--- config.mk ---
export PLATFORM = sky130hd
export DESIGN_NAME = dsp48e1_mac_sequencer
export DESIGN_NICKNAME = d
export VERILOG_FILES = /design/src/rtl/dsp48e1_pkg.sv /design/src/rtl/mac_tag_pipe.sv /design/src/rtl/dsp48e1_mac_sequencer.sv
export SDC_FILE = /design/constraint.sdc
export NUM_CORES = 1
export LEC_CHECK = 0
export CORE_MARGIN = 4
export CORE_UTILIZATION = 40
export CTS_CLUSTER_SIZE = 12
export DETAILED_ROUTE_END_ITERATION = 8
export PLACE_DENSITY = 0.84
export REMOVE_ABC_BUFFERS = 1
export SLEW_MARGIN = 0
export SYNTH_ARGS = -nofsm -noshare
export SYNTH_HDL_FRONTEND = slang
export SYNTH_SLANG_ARGS = --single-unit
export TNS_END_PERCENT = 1
--- constraint.sdc ---
create_clock -name CLK -period 3.1 [get_ports CLK]
set_input_delay 0.465 -clock CLK [delete_from_list [all_inputs] [get_ports CLK]]
set_output_delay 0.465 -clock CLK [all_outputs]
set_load 0.02 [all_outputs]
--- src/rtl/dsp48e1_pkg.sv ---
// Shared definitions for the DSP48E1 MAC sequencer: OPMODE/ALUMODE
// encodings, the sequencer state enum and the in-flight tag record.
package dsp48e1_pkg;

  // OPMODE: Z=0, Y=M, X=M  -> P = A*B (first term of a dot product)
  localparam logic [6:0] OPM_MUL = 7'h05;
  // OPMODE: Z=P, Y=M, X=M  -> P = P + A*B (subsequent terms)
  localparam logic [6:0] OPM_MAC = 7'h25;

  // ALUMODE: Z + X + Y + CIN
  localparam logic [3:0] ALUMODE_ADD = 4'h0;
  // CARRYINSEL: CARRYIN pin (tied low by the parent)
  localparam logic [2:0] CARRYINSEL_PIN = 3'b000;
  // INMODE: A2/B2 registers, no pre-adder
  localparam logic [4:0] INMODE_A2B2 = 5'b00000;

  // Sequencer states
  typedef enum logic [1:0] {
    ST_IDLE  = 2'd0,
    ST_RUN   = 2'd1,
    ST_DRAIN = 2'd2,
    ST_HOLD  = 2'd3
  } mac_state_e;

  // One slot travelling alongside the slice pipeline
  typedef struct packed {
    logic valid;
    logic last;
  } mac_tag_t;

  // Sign-extend a 25-bit multiplicand onto the 30-bit A port
  function automatic logic [29:0] sext_a(input logic [24:0] a);
    return {{5{a[24]}}, a};
  endfunction

endpackage

--- src/rtl/mac_tag_pipe.sv ---
// DEPTH-deep shift register of {valid, last} tags mirroring the slice
// pipeline. Stage 0 holds the slot whose operands sit on dsp_a/dsp_b;
// stage k holds the slot k cycles further in. Synchronous clear flushes all.
module mac_tag_pipe
  import dsp48e1_pkg::*;
#(
  parameter int DEPTH = 3
) (
  input  logic             clk_i,
  input  logic             clr_i,
  input  mac_tag_t         tag_i,
  output logic [DEPTH-1:0] valid_o,
  output logic [DEPTH-1:0] last_o
);

  mac_tag_t stage_q [DEPTH];

  // Shift one stage per clock; a bubble travels as an invalid tag
  always_ff @(posedge clk_i) begin
    if (clr_i) begin
      for (int i = 0; i < DEPTH; i++) begin
        stage_q[i] <= '0;
      end
    end else begin
      stage_q[0] <= tag_i;
      for (int i = 1; i < DEPTH; i++) begin
        stage_q[i] <= stage_q[i-1];
      end
    end
  end

  // Flatten per-stage fields for the consumer
  always_comb begin
    valid_o = '0;
    last_o  = '0;
    for (int i = 0; i < DEPTH; i++) begin
      valid_o[i] = stage_q[i].valid;
      last_o[i]  = stage_q[i].last;
    end
  end

endmodule

--- src/rtl/dsp48e1_mac_sequencer.sv ---
// Dot-product sequencer for one DSP48E1 slice (AREG/BREG=1, MREG=1, PREG=1
// at the default DSP_LAT=3). Streams operand pairs into the slice, steers
// OPMODE between P=A*B and P+=A*B, gates every clock enable with a tag that
// rides alongside the data, and captures the final P into a held result.
// Optional build macro MAC_SEQ_OVF_EN adds dsp_overflow/dsp_underflow inputs
// and a sticky res_ovf output presented with the result.
//
// Handshakes: a transfer happens on a rising CLK edge where both valid and
// ready are high. Ready never depends combinationally on valid; a producer
// holds valid and its payload stable until the transfer edge. This applies
// to cmd_valid/cmd_ready, in_valid/in_ready and res_valid/res_ready.
module dsp48e1_mac_sequencer
  import dsp48e1_pkg::*;
#(
  parameter int DSP_LAT = 3,  // 1..4: registered dsp_a/dsp_b to P update
  parameter int OPM_DLY = 1,  // 0..DSP_LAT-1: OPMODE lag behind dsp_a/dsp_b
  parameter int LEN_W   = 10
) (
  input  logic             CLK,
  input  logic             RST,
  input  logic             cmd_valid,
  input  logic [LEN_W-1:0] cmd_len,
  output logic             cmd_ready,
  input  logic             in_valid,
  input  logic [24:0]      in_a,
  input  logic [17:0]      in_b,
  output logic             in_ready,
  output logic [29:0]      dsp_a,
  output logic [17:0]      dsp_b,
  output logic [6:0]       dsp_opmode,
  output logic [3:0]       dsp_alumode,
  output logic [2:0]       dsp_carryinsel,
  output logic [4:0]       dsp_inmode,
  output logic             dsp_cea2,
  output logic             dsp_ceb2,
  output logic             dsp_cem,
  output logic             dsp_cep,
  output logic             dsp_cectrl,
  output logic             dsp_rstp,
  input  logic [47:0]      dsp_p,
  output logic [47:0]      res_data,
  output logic             res_valid,
  input  logic             res_ready,
`ifdef MAC_SEQ_OVF_EN
  input  logic             dsp_overflow,
  input  logic             dsp_underflow,
  output logic             res_ovf,
`endif
  output mac_state_e       dbg_state_o
);

  // Stage whose tag enables the M register; collapses to 0 for short pipes
  localparam int CEM_STAGE = (DSP_LAT < 2) ? 0 : DSP_LAT - 2;

  mac_state_e       state_q;
  logic [LEN_W-1:0] len_q;
  logic [LEN_W-1:0] cnt_q;
  logic             cmd_ready_q;
  logic             in_ready_q;
  logic             res_valid_q;
  logic [47:0]      res_data_q;
  logic [29:0]      dsp_a_q;
  logic [17:0]      dsp_b_q;
  logic [6:0]       opm0_q;
  logic             exit_q;

  logic               accept;
  logic               is_last;
  mac_tag_t           tag_in;
  logic [DSP_LAT-1:0] tag_valid;
  logic [DSP_LAT-1:0] tag_last;

  assign accept  = in_valid & in_ready_q;
  assign is_last = (cnt_q == len_q - LEN_W'(1));
  assign tag_in  = {accept, accept & is_last};

  mac_tag_pipe #(
    .DEPTH (DSP_LAT)
  ) u_tag_pipe (
    .clk_i   (CLK),
    .clr_i   (RST),
    .tag_i   (tag_in),
    .valid_o (tag_valid),
    .last_o  (tag_last)
  );

  // Sequencer FSM with all registered outputs and operand capture
  always_ff @(posedge CLK) begin
    if (RST) begin
      state_q     <= ST_IDLE;
      len_q       <= '0;
      cnt_q       <= '0;
      cmd_ready_q <= 1'b1;
      in_ready_q  <= 1'b0;
      res_valid_q <= 1'b0;
      res_data_q  <= '0;
      dsp_a_q     <= '0;
      dsp_b_q     <= '0;
      opm0_q      <= '0;
      exit_q      <= 1'b0;
    end else begin
      // The last tag left the final stage: P holds the finished sum now
      exit_q <= tag_valid[DSP_LAT-1] & tag_last[DSP_LAT-1];
      case (state_q)
        ST_IDLE: begin
          if (cmd_valid && cmd_ready_q) begin
            len_q       <= cmd_len;
            cnt_q       <= '0;
            cmd_ready_q <= 1'b0;
            if (cmd_len != '0) begin
              state_q    <= ST_RUN;
              in_ready_q <= 1'b1;
            end else begin
              state_q     <= ST_HOLD;
              res_data_q  <= '0;
              res_valid_q <= 1'b1;
            end
          end
        end
        ST_RUN: begin
          if (accept) begin
            dsp_a_q <= sext_a(in_a);
            dsp_b_q <= in_b;
            opm0_q  <= (cnt_q == '0) ? OPM_MUL : OPM_MAC;
            cnt_q   <= cnt_q + LEN_W'(1);
            if (is_last) begin
              state_q    <= ST_DRAIN;
              in_ready_q <= 1'b0;
            end
          end
        end
        ST_DRAIN: begin
          if (exit_q) begin
            res_data_q  <= dsp_p;
            res_valid_q <= 1'b1;
            state_q     <= ST_HOLD;
          end
        end
        ST_HOLD: begin
          if (res_ready) begin
            res_valid_q <= 1'b0;
            cmd_ready_q <= 1'b1;
            state_q     <= ST_IDLE;
          end
        end
        default: state_q <= ST_IDLE;
      endcase
    end
  end

  // OPMODE lags the operands so it lines up with the M stage
  generate
    if (OPM_DLY == 0) begin : g_opm_nodly
      assign dsp_opmode = opm0_q;
    end else begin : g_opm_dly
      logic [6:0] opm_pipe_q [OPM_DLY];
      // Delay line for the per-term opcode
      always_ff @(posedge CLK) begin
        if (RST) begin
          for (int i = 0; i < OPM_DLY; i++) begin
            opm_pipe_q[i] <= '0;
          end
        end else begin
          opm_pipe_q[0] <= opm0_q;
          for (int i = 1; i < OPM_DLY; i++) begin
            opm_pipe_q[i] <= opm_pipe_q[i-1];
          end
        end
      end
      assign dsp_opmode = opm_pipe_q[OPM_DLY-1];
    end
  endgenerate

`ifdef MAC_SEQ_OVF_EN
  logic ovf_q;

  // Sticky flag over every P update of the current job
  always_ff @(posedge CLK) begin
    if (RST) begin
      ovf_q <= 1'b0;
    end else if (state_q == ST_IDLE && cmd_valid && cmd_ready_q) begin
      ovf_q <= 1'b0;
    end else if (dsp_cep && (dsp_overflow || dsp_underflow)) begin
      ovf_q <= 1'b1;
    end
  end

  assign res_ovf = ovf_q & res_valid_q;
`endif

  // Clock enables follow the tag of the slot occupying each slice stage
  assign dsp_cea2   = tag_valid[0];
  assign dsp_ceb2   = tag_valid[0];
  assign dsp_cem    = tag_valid[CEM_STAGE];
  assign dsp_cep    = tag_valid[DSP_LAT-1];
  assign dsp_cectrl = tag_valid[OPM_DLY];
  assign dsp_rstp   = RST;

  assign dsp_alumode    = ALUMODE_ADD;
  assign dsp_carryinsel = CARRYINSEL_PIN;
  assign dsp_inmode     = INMODE_A2B2;

  assign dsp_a       = dsp_a_q;
  assign dsp_b       = dsp_b_q;
  assign cmd_ready   = cmd_ready_q & ~RST;
  assign in_ready    = in_ready_q;
  assign res_valid   = res_valid_q;
  assign res_data    = res_data_q;
  assign dbg_state_o = state_q;

  // Not every stage field is consumed for every parameter choice
  logic unused_tag_bits;
  assign unused_tag_bits = ^{tag_valid, tag_last};

endmodule

Word-level counts from Yosys, hierarchy flattened
Memories as Yosys holds them, arrays and structs flattened.
Cells that the tools add are included.
W data, S select, Z words.
- reduce and logical (&&, ||, !) cells: 17
- bitwise operators: 8
- muxes and demuxes: 36
- add/sub/neg operators: 2
- equality and inequality tests: 11
- operators by type and width (operator ; number):
    $mux W48 ; 3
    $pmux W48 S2 ; 1
    $mux W10 ; 2
    $pmux W10 S2 ; 1
    $mux W2 ; 9
    $reduce_and A5 Y1 ; 3
    $mux W1 ; 14
    $ne A2 B2 Y1 const B ; 7
    $add A10 B1 Y10 const B ; 1
    $eq A10 B10 Y1 ; 1
    $logic_not A10 Y1 ; 1
    $reduce_bool A10 Y1 ; 1
    $sub A10 B1 Y10 const B ; 1
    $pmux W2 S4 ; 1
    $mux W7 ; 1
    $reduce_or A7 Y1 ; 1
    $mux W6 ; 1
    $reduce_and A3 Y1 ; 2
    $reduce_bool A2 Y1 ; 3
    $and A1 B1 Y1 ; 4
    $eq A2 B2 Y1 const B ; 2
    $pmux W1 S2 ; 2
    $reduce_and A2 Y1 ; 2
    $reduce_and A4 Y1 ; 1
    other kinds (7) ; 9
- bits in writable memories: 13
- memories: 2
- output and inout port bits: 126
- register bits after elaboration: 124
- bits of input ports: 106
- memory list (name ; depth ; width ; rd ports ; clocked after Yosys merged registers in ; write ports ; line ; RTL):
    g_opm_dly.opm_pipe_q ; 1 ; 7 ; 1 ; 0 ; 1 ; dsp48e1_mac_sequencer.sv:156 ; logic [6:0] opm_pipe_q [OPM_DLY];
    u_tag_pipe.stage_q ; 3 ; 2 ; 3 ; 0 ; 3 ; mac_tag_pipe.sv:16 ; mac_tag_t stage_q [DEPTH];

Depth between registers and ports, before layout
Gate-level depths: netlist of run 1.
- depth in word-level cells: 5
- mapped depth: 10

Modules after synthesis
Synthesis of run 1 repeated with hierarchy kept, for this count alone.
- cell total of the unflattened synthesis: 603
- area total of the unflattened synthesis: 5133.7 sq um
- by module, submodules not included (module ; area an instance (sq um) ; sequential area each (sq um) ; instances ; cells an instance):
    dsp48e1_mac_sequencer ; 4976.0 ; 2422.3 ; 1 ; 591
    mac_tag_pipe ; 157.7 ; 120.1 ; 1 ; 12

Worst setup path before layout of run 1
OpenSTA, ideal clock, no wires.
- path type: flip-flop to flip-flop
- from: register len_q[0]
- to: register state_q[0], in the netlist dbg_state_o[0]
- buffers on the path: 0
- slack: 0.622 ns
- arrival time: 2.357 ns
- required time: 2.978 ns
- cell stages (with the launch flop): 9
- path through: dfxtp_1 inv_1 ha_1 xnor2_1 or3_1 nor4_2 nand2_1 or4_4 a221o_1
- cells in the longest elaborated chain, start to end: 4
- ends and longest elaborated chain (item ; line ; RTL):
    start: declaration ; dsp48e1_mac_sequencer.sv:56 ; logic [LEN_W-1:0] len_q;
    start signal: assignment ; dsp48e1_mac_sequencer.sv:107 ; len_q <= cmd_len;
    $sub A10 B1 Y10 ; dsp48e1_mac_sequencer.sv:74 ; assign is_last = (cnt_q == len_q - LEN_W'(1));
    $eq A10 B10 Y1 ; dsp48e1_mac_sequencer.sv:74 ;
    $ne A2 B2 Y1 (no source line) ; -- ;
    $reduce_and A5 Y1 (no source line) ; -- ;
    end signal: assignment ; dsp48e1_mac_sequencer.sv:90 ; state_q <= ST_IDLE;
    end signal: assignment ; dsp48e1_mac_sequencer.sv:111 ; state_q <= ST_RUN;
    end signal: assignment ; dsp48e1_mac_sequencer.sv:114 ; state_q <= ST_HOLD;
    end: declaration ; dsp48e1_mac_sequencer.sv:55 ; mac_state_e state_q;
Every way passes these cells.
A chain may end at the register's enable or synchronous reset.

Worst setup path after layout of run 1
- from: register len_q[0]
- to: register state_q[1], in the netlist dbg_state_o[1]
The elaborated chain is that of the path after synthesis.

==> flow_summary.json, run 1 <==
{
  "syn_area_per_cell_um2": 8.42,
  "io_buffers": 215,
  "synth_mux_area_share_pct": 0,
  "tightest_slew_ps": 692,
  "yosys.area.top_type": "dfxtp_1",
  "post-cts-setup-buffers": 0,
  "num_vias": 4801,
  "dpl_worst_slack_ps": 276,
  "period_share_pct": 84.3,
  "overflow": 0,
  "grt_max_degree": 66,
  "root_buffer": "clkbuf_16",
  "drt_pass1_iterations": 4,
  "reg2reg_depth": 8,
  "slew_viol_final": 0,
  "r2r_start": "len_q[0]$_SDFFE_PP0P_",
  "synth_top_area_share_pct": 50.0,
  "htree_num_levels": 4,
  "startpoint": "len_q[0]$_SDFFE_PP0P_",
  "ys.flop_type": "dfxtp_1",
  "cp.arrival_ps": 2910,
  "ir_worst_vdd_mv": 0.330,
  "start_util_pct": 41.6,
  "grt_pass1_vias": 4755,
  "yosys.cell_count.top_type": "dfxtp_1",
  "finalClockSkew_ps": 7.54,
  "crit_fanout": 5,
  "fin_crit_ps": 2610,
  "insertion_delay_ps": 410,
  "hold_depth": 2,
  "gp_congestion": 0.871,
  "track_usage_pct": 19.8,
  "start_kind": "register",
  "hold_class": "reg -> reg",
  "required_ps": 3390,
  "synthXorXnorAreaFrac_pct": 3.45,
  "postCtsHoldBufs": 0,
  "async_flop_share_pct": 0,
  "drive_above_1_share_pct": 5.57,
  "worstHoldStart": "u_tag_pipe.stage_q[0][4]$_SDFF_PP0_",
  "path_class": "reg -> reg",
  "antenna_left": 0,
  "power_density_nw_per_um2": 580,
  "n_antenna_cell": 0,
  "drc": 0,
  "hold-worst-slack_ps": 445,
  "nets": 909,
  "yosys.area_share.adder_pct": 1.72,
  "syn_area_um2": 5080,
  "synth_edf_count": 0,
  "cts-resized-gates": 0,
  "setup_violations": 0,
  "cap_viol_max_count": 0,
  "synth_cells": 604,
  "synthDistinctLibCells": 44,
  "area_growth_pct": 54.4,
  "fill_cells": 1022,
  "end_kind": "register",
  "wl_per_cell_um": 14.9,
  "dp_hpwl_um": 10400,
  "grt_first_pass_wirelength_um": 23200,
  "status": "finished, final reports clean",
  "die_h_um": 121,
  "synth-seq-cells": 127,
  "antenna_found_initial": 0,
  "max_freq_mhz": 383,
  "synth_commonest_cells": "127 x dfxtp_1, 116 x nand2_1, 69 x nor2_1",
  "rsz0062_at_grt": "no",
  "slew_headroom_pct": 53.9,
  "core_area_um2": 12200,
  "netlist_top_cells_area": "dfxtp_1 50%, nand2_1 8.6%, a22oi_1 7.2%",
  "yosysWarningCount": 0,
  "placement_rows": 40,
  "tritoncts": "built",
  "initialDrtViolationCount": 223,
  "cts.sinks": 127,
  "synth-seq-area-share_pct": 50.0,
  "clk_pin_slew_ps": 50,
  "die_area_um2": 14600,
  "wl_um": 14600,
  "die_w_um": 121,
  "via_per_inst": 4.92,
  "hold_viol": 0,
  "synth-compound-area-share_pct": 17.2,
  "synth_top_family_by_area": "simple AND/OR/NAND/NOR gates",
  "synth_simple_gate_area_share_pct": 20.0,
  "setup_ws_ps": 486,
  "io_pins": 232,
  "cts_buffer_depth": 2,
  "power_leakage_nw": 2.76,
  "cts_made_buffers": 17
}
## power by group
group,switching (W),internal [W],total [W]
registers,0.0000536,0.00169,0.00174
clock network,0.000701,0.00135,0.00205
logic,0.000412,0.000342,0.000754
total,0.00117,0.00338,0.00455
## state kept, by name (all words and copies together) (netlist names)
register and cells:
g_opm_dly.opm_pipe_q 2, res_data 48, u_tag_pipe.stage_q 6, exit_q 1, cnt_q 10, len_q 10, in_ready 1, dsp_b 18
res_valid 1, dsp_a 25, opm0_q 2, cmd_ready_q 1, dbg_state_o 2
## through the flow
step | total power [W] | std cells | util [%] | area (µm²) | TNS, ps
floorplan | 0.00217 | 555 | - | 4800 | -15860
global placement | 0.00251 | 945 | 59.3 | 7240 | 0
detailed placement | 0.00252 | 945 | 59.3 | 7240 | 0
CTS | 0.00460 | 976 | 64.3 | 7850 | 0
global route | 0.00475 | 976 | 64.3 | 7850 | 0
finish | 0.00455 | 976 | 64.3 | 7850 | 0
## worst max-delay path, cell delays in order, from the launching register on
cell and delay, ps:
dfxtp_1 400, inv_1 70, ha_1 300, xnor2_1 120, or3_1 320, nor4_2 320
nand2_1 90, or4_4 560, a221o_1 330
## logic make-up (layout without fill, tap and decap cells)
logic type      count (synthesis)  after routing
simple gates                  235            235
compound gates                137            137
flops                         127            127
buf+inv                        77            266
xor+xnor                       20             20
fa+ha+maj                       7              7
other cells                     1             16
## metal layers
layer | vias to the layer above | track usage (%) | share of wire, %
met4 | 0 | 7.51 | 1.5
met2 | 202 | 32.6 | 47
met3 | 19 | 8.75 | 10
li1 | 2389 | - | -
met1 | 2191 | 22.7 | 41
met5 | - | 0 | 0
## placed cells by master (no fill, tap or decap), types with 2 or more instances in the layout
cell             netlist  layout
a211oi_1               4       4
a21o_1                 2       2
a21oi_1               62      61
a221o_1                2       2
a22oi_1               49      49
a32oi_1                3       3
and3_1                 3       3
buf_4                 25       7
bufinv_16              0       4
clkbuf_16              0      17
clkdlybuf4s50_1        0     214
clkinv_2               0       5
clkinvlp_4             0       3
conb_1                 1      16
dfxtp_1              127     127
ha_1                   7       7
inv_1                 13      13
nand2_1              116     116
nand3_1               11      11
nand4_1                2       2
nand4b_1               3       3
nor2_1                69      69
nor2b_1                8       8
nor3_1                 4       4
nor3b_1                2       2
nor4_1                 5       5
o21ai_0                4       4
o21ai_1                3       3
o21bai_1               2       2
or3_1                  4       4
xnor2_1               14      14
xor2_1                 6       6
## final cells by class
| class | instances | area (µm²) | share of cell area [%] |
|---|---|---|---|
| clock buffer | 19 | 443 | 5.64 |
| clock inverter | 12 | 168 | 2.14 |
| inverter | 13 | 48.8 | 0.622 |
| multi-input combinational | 415 | 2220 | 28.3 |
| sequential | 127 | 2540 | 32.4 |
| tap | 168 | 210 | 2.68 |
| timing repair buffer | 222 | 2210 | 28.2 |
## path summary, 6_finish.rpt
kind	to	slack (ps)
worst min register to register	exit_q$_SDFF_PP0_	450
worst min-delay path	exit_q$_SDFF_PP0_	450
worst max register to register	dbg_state_o[1]$_SDFFE_PP0P_	490
worst max-delay path	dbg_state_o[1]$_SDFFE_PP0P_	490
No activity file was read; power rests on OpenSTA's default activity.
==> run 2, diff against run 1 <==
- CORE_UTILIZATION: 40 -> 38
- PLACE_DENSITY: 0.84 -> 0.83
- clock period: 3.1 -> 2.2 ns (I/O delays scaled with it)
==> flow_summary.json, run 2 (synthesized netlist as in run 1, its figures left out) <==
{
  "htree_num_levels": 4,
  "cts.sinks": 127,
  "via_per_inst": 4.90,
  "multi_input_area_um2": 2270,
  "tritoncts": "built",
  "worstPathCellList": "inv_2, ha_4, xnor2_1, or3_4, nor4_4, nand2_1, or4_4, a221o_1",
  "area_growth_pct": 58.2,
  "post-cts-setup-buffers": 0,
  "final_cell_mix": "214 x clkdlybuf4s50_1, 125 x dfxtp_1, 116 x nand2_1",
  "cpMaxStageDelayCell": "or4_4",
  "crit_fanout": 3,
  "io_pins": 232,
  "worstHoldStart": "RST",
  "slew_viol_final": 0,
  "cp.arrival_ps": 2560,
  "cap_viol_max_count": 0,
  "die_area_um2": 15300,
  "io_buffers": 215,
  "drt_pass1_iterations": 6,
  "root_buffer": "clkbuf_16",
  "hold_class": "in -> reg",
  "wl_um": 14700,
  "share_comb_of_total_power_pct": 19.2,
  "ir_worst_vdd_mv": 0.484,
  "period_share_pct": 103,
  "start_util_pct": 39.5,
  "die_h_um": 124,
  "p_total_w": 0.00622,
  "cp_top_family": "simple AND/OR/NAND/NOR gates",
  "cpPeakStageDelay_ps": 500,
  "r2r_start": "len_q[1]$_SDFFE_PP0P_",
  "overflow": 0,
  "setup_violations": 2,
  "drc": 0,
  "finalClockSkew_ps": 8.77,
  "gp_congestion": 0.838,
  "die_w_um": 124,
  "regArea_um2": 2540,
  "swShare_pct": 26.3,
  "antenna_left": 0,
  "core_area_um2": 12900,
  "max_freq_mhz": 441,
  "startpoint": "len_q[1]$_SDFFE_PP0P_",
  "fin_crit_ps": 2270,
  "initialDrtViolationCount": 252,
  "drive_above_1_share_pct": 9.00,
  "final_common_cell": "clkdlybuf4s50_1",
  "clk_pin_slew_ps": 50,
  "crit_buf_inv": 1,
  "insertion_delay_ps": 410,
  "cts_made_buffers": 17,
  "switching_power_w": 0.00164,
  "track_usage_pct": 19.0,
  "fill_cells": 1098,
  "p_seq_share_pct": 39.3,
  "num_vias": 4922,
  "antenna_found_initial": 0,
  "status": "finished with violations",
  "grt_max_degree": 72,
  "rsz0062_at_grt": "yes",
  "grt_pass1_vias": 4762,
  "p_clk_share_pct": 41.4,
  "hold_viol": 0,
  "nets": 933,
  "violations": "setup timing",
  "power_leakage_nw": 2.88,
  "required_ps": 2490,
  "setup_ws_ps": -67.5,
  "grt_first_pass_wirelength_um": 22700,
  "path_class": "reg -> reg",
  "intPower_w": 0.00458,
  "slew_headroom_pct": 50.6,
  "cts_buffer_depth": 2,
  "tightest_slew_ps": 741,
  "power_density_nw_per_um2": 773,
  "end_kind": "register",
  "largest_reg_flops": 48,
  "dpl_worst_slack_ps": -508,
  "dp_hpwl_um": 10600,
  "placement_rows": 41,
  "n_antenna_cell": 0,
  "wl_per_cell_um": 14.6,
  "start_kind": "register"
}
run 2: worst paths after layout:
path	to	slack, ps	depth (start not counted)
worst max register to register	dbg_state_o[0]$_SDFFE_PP0P_	-70	8
worst max-delay path	dbg_state_o[0]$_SDFFE_PP0P_	-70	8
worst min-delay path	res_data[37]$_SDFFE_PP0P_	120	2
worst min register to register	exit_q$_SDFF_PP0_	420	2
run 2: worst reg2reg max path, cell delays in order, from the launching register on:
cell     delay (ps)
dfxtp_2         330
inv_2            40
ha_4            220
xnor2_1         130
or3_4           380
nor4_4          160
nand2_1          90
or4_4           500
a221o_1         300
run 2: routing by layer:
layer	vias to the layer above	wire length (µm)	track usage, %
met5	-	0	0
met4	0	215	7.34
met3	19	1640	8.99
met2	201	6810	30.4
met1	2264	6040	22.1
li1	2438	-	-
run 2: area by class of cell:
| class | count | share of cell area (%) |
|---|---|---|
| multi-input combinational | 415 | 28.2 |
| tap | 172 | 2.68 |
| clock inverter | 7 | 0.747 |
| sequential | 127 | 31.6 |
| inverter | 13 | 0.607 |
| timing repair buffer | 246 | 30.1 |
| clock buffer | 25 | 6.04 |
run 2: metrics by stage:
stage                     utilization [%]  setup TNS [ps]  cells  area, µm²  hold WS, ps
after floorplan                         -          -63110    555       4800          395
after global placement               57.9           -3750    973       7450          424
after detailed placement             57.9           -3210    973       7450          417
after CTS                            62.2            -200   1005       8010         96.7
after global routing                 62.5            -347   1005       8040          103
final                                62.5            -134   1005       8040          115
run 2: power by group through the flow:
stage | combinational (W) | clock (W) | sequential [W]
2_1_floorplan | 0.000506 | 0 | 0.00255
3_3_place_gp | 0.00114 | 0 | 0.00249
3_5_place_dp | 0.00116 | 0 | 0.00249
4_1_cts | 0.00117 | 0.00263 | 0.00245
5_1_grt | 0.00130 | 0.00275 | 0.00245
6_report | 0.00120 | 0.00258 | 0.00245
run 2: what timing repair did:
item	in CTS	in global routing
endpoints found under the setup margin	4	6
hold buffers	0	0
pin swaps	8	1
gates resized for setup	4	6
==> run 3, diff against run 2 <==
- SLEW_MARGIN: 0 -> unset
==> results of run 3 <==
Final layout, timing and power as in run 2 (identical DEF).
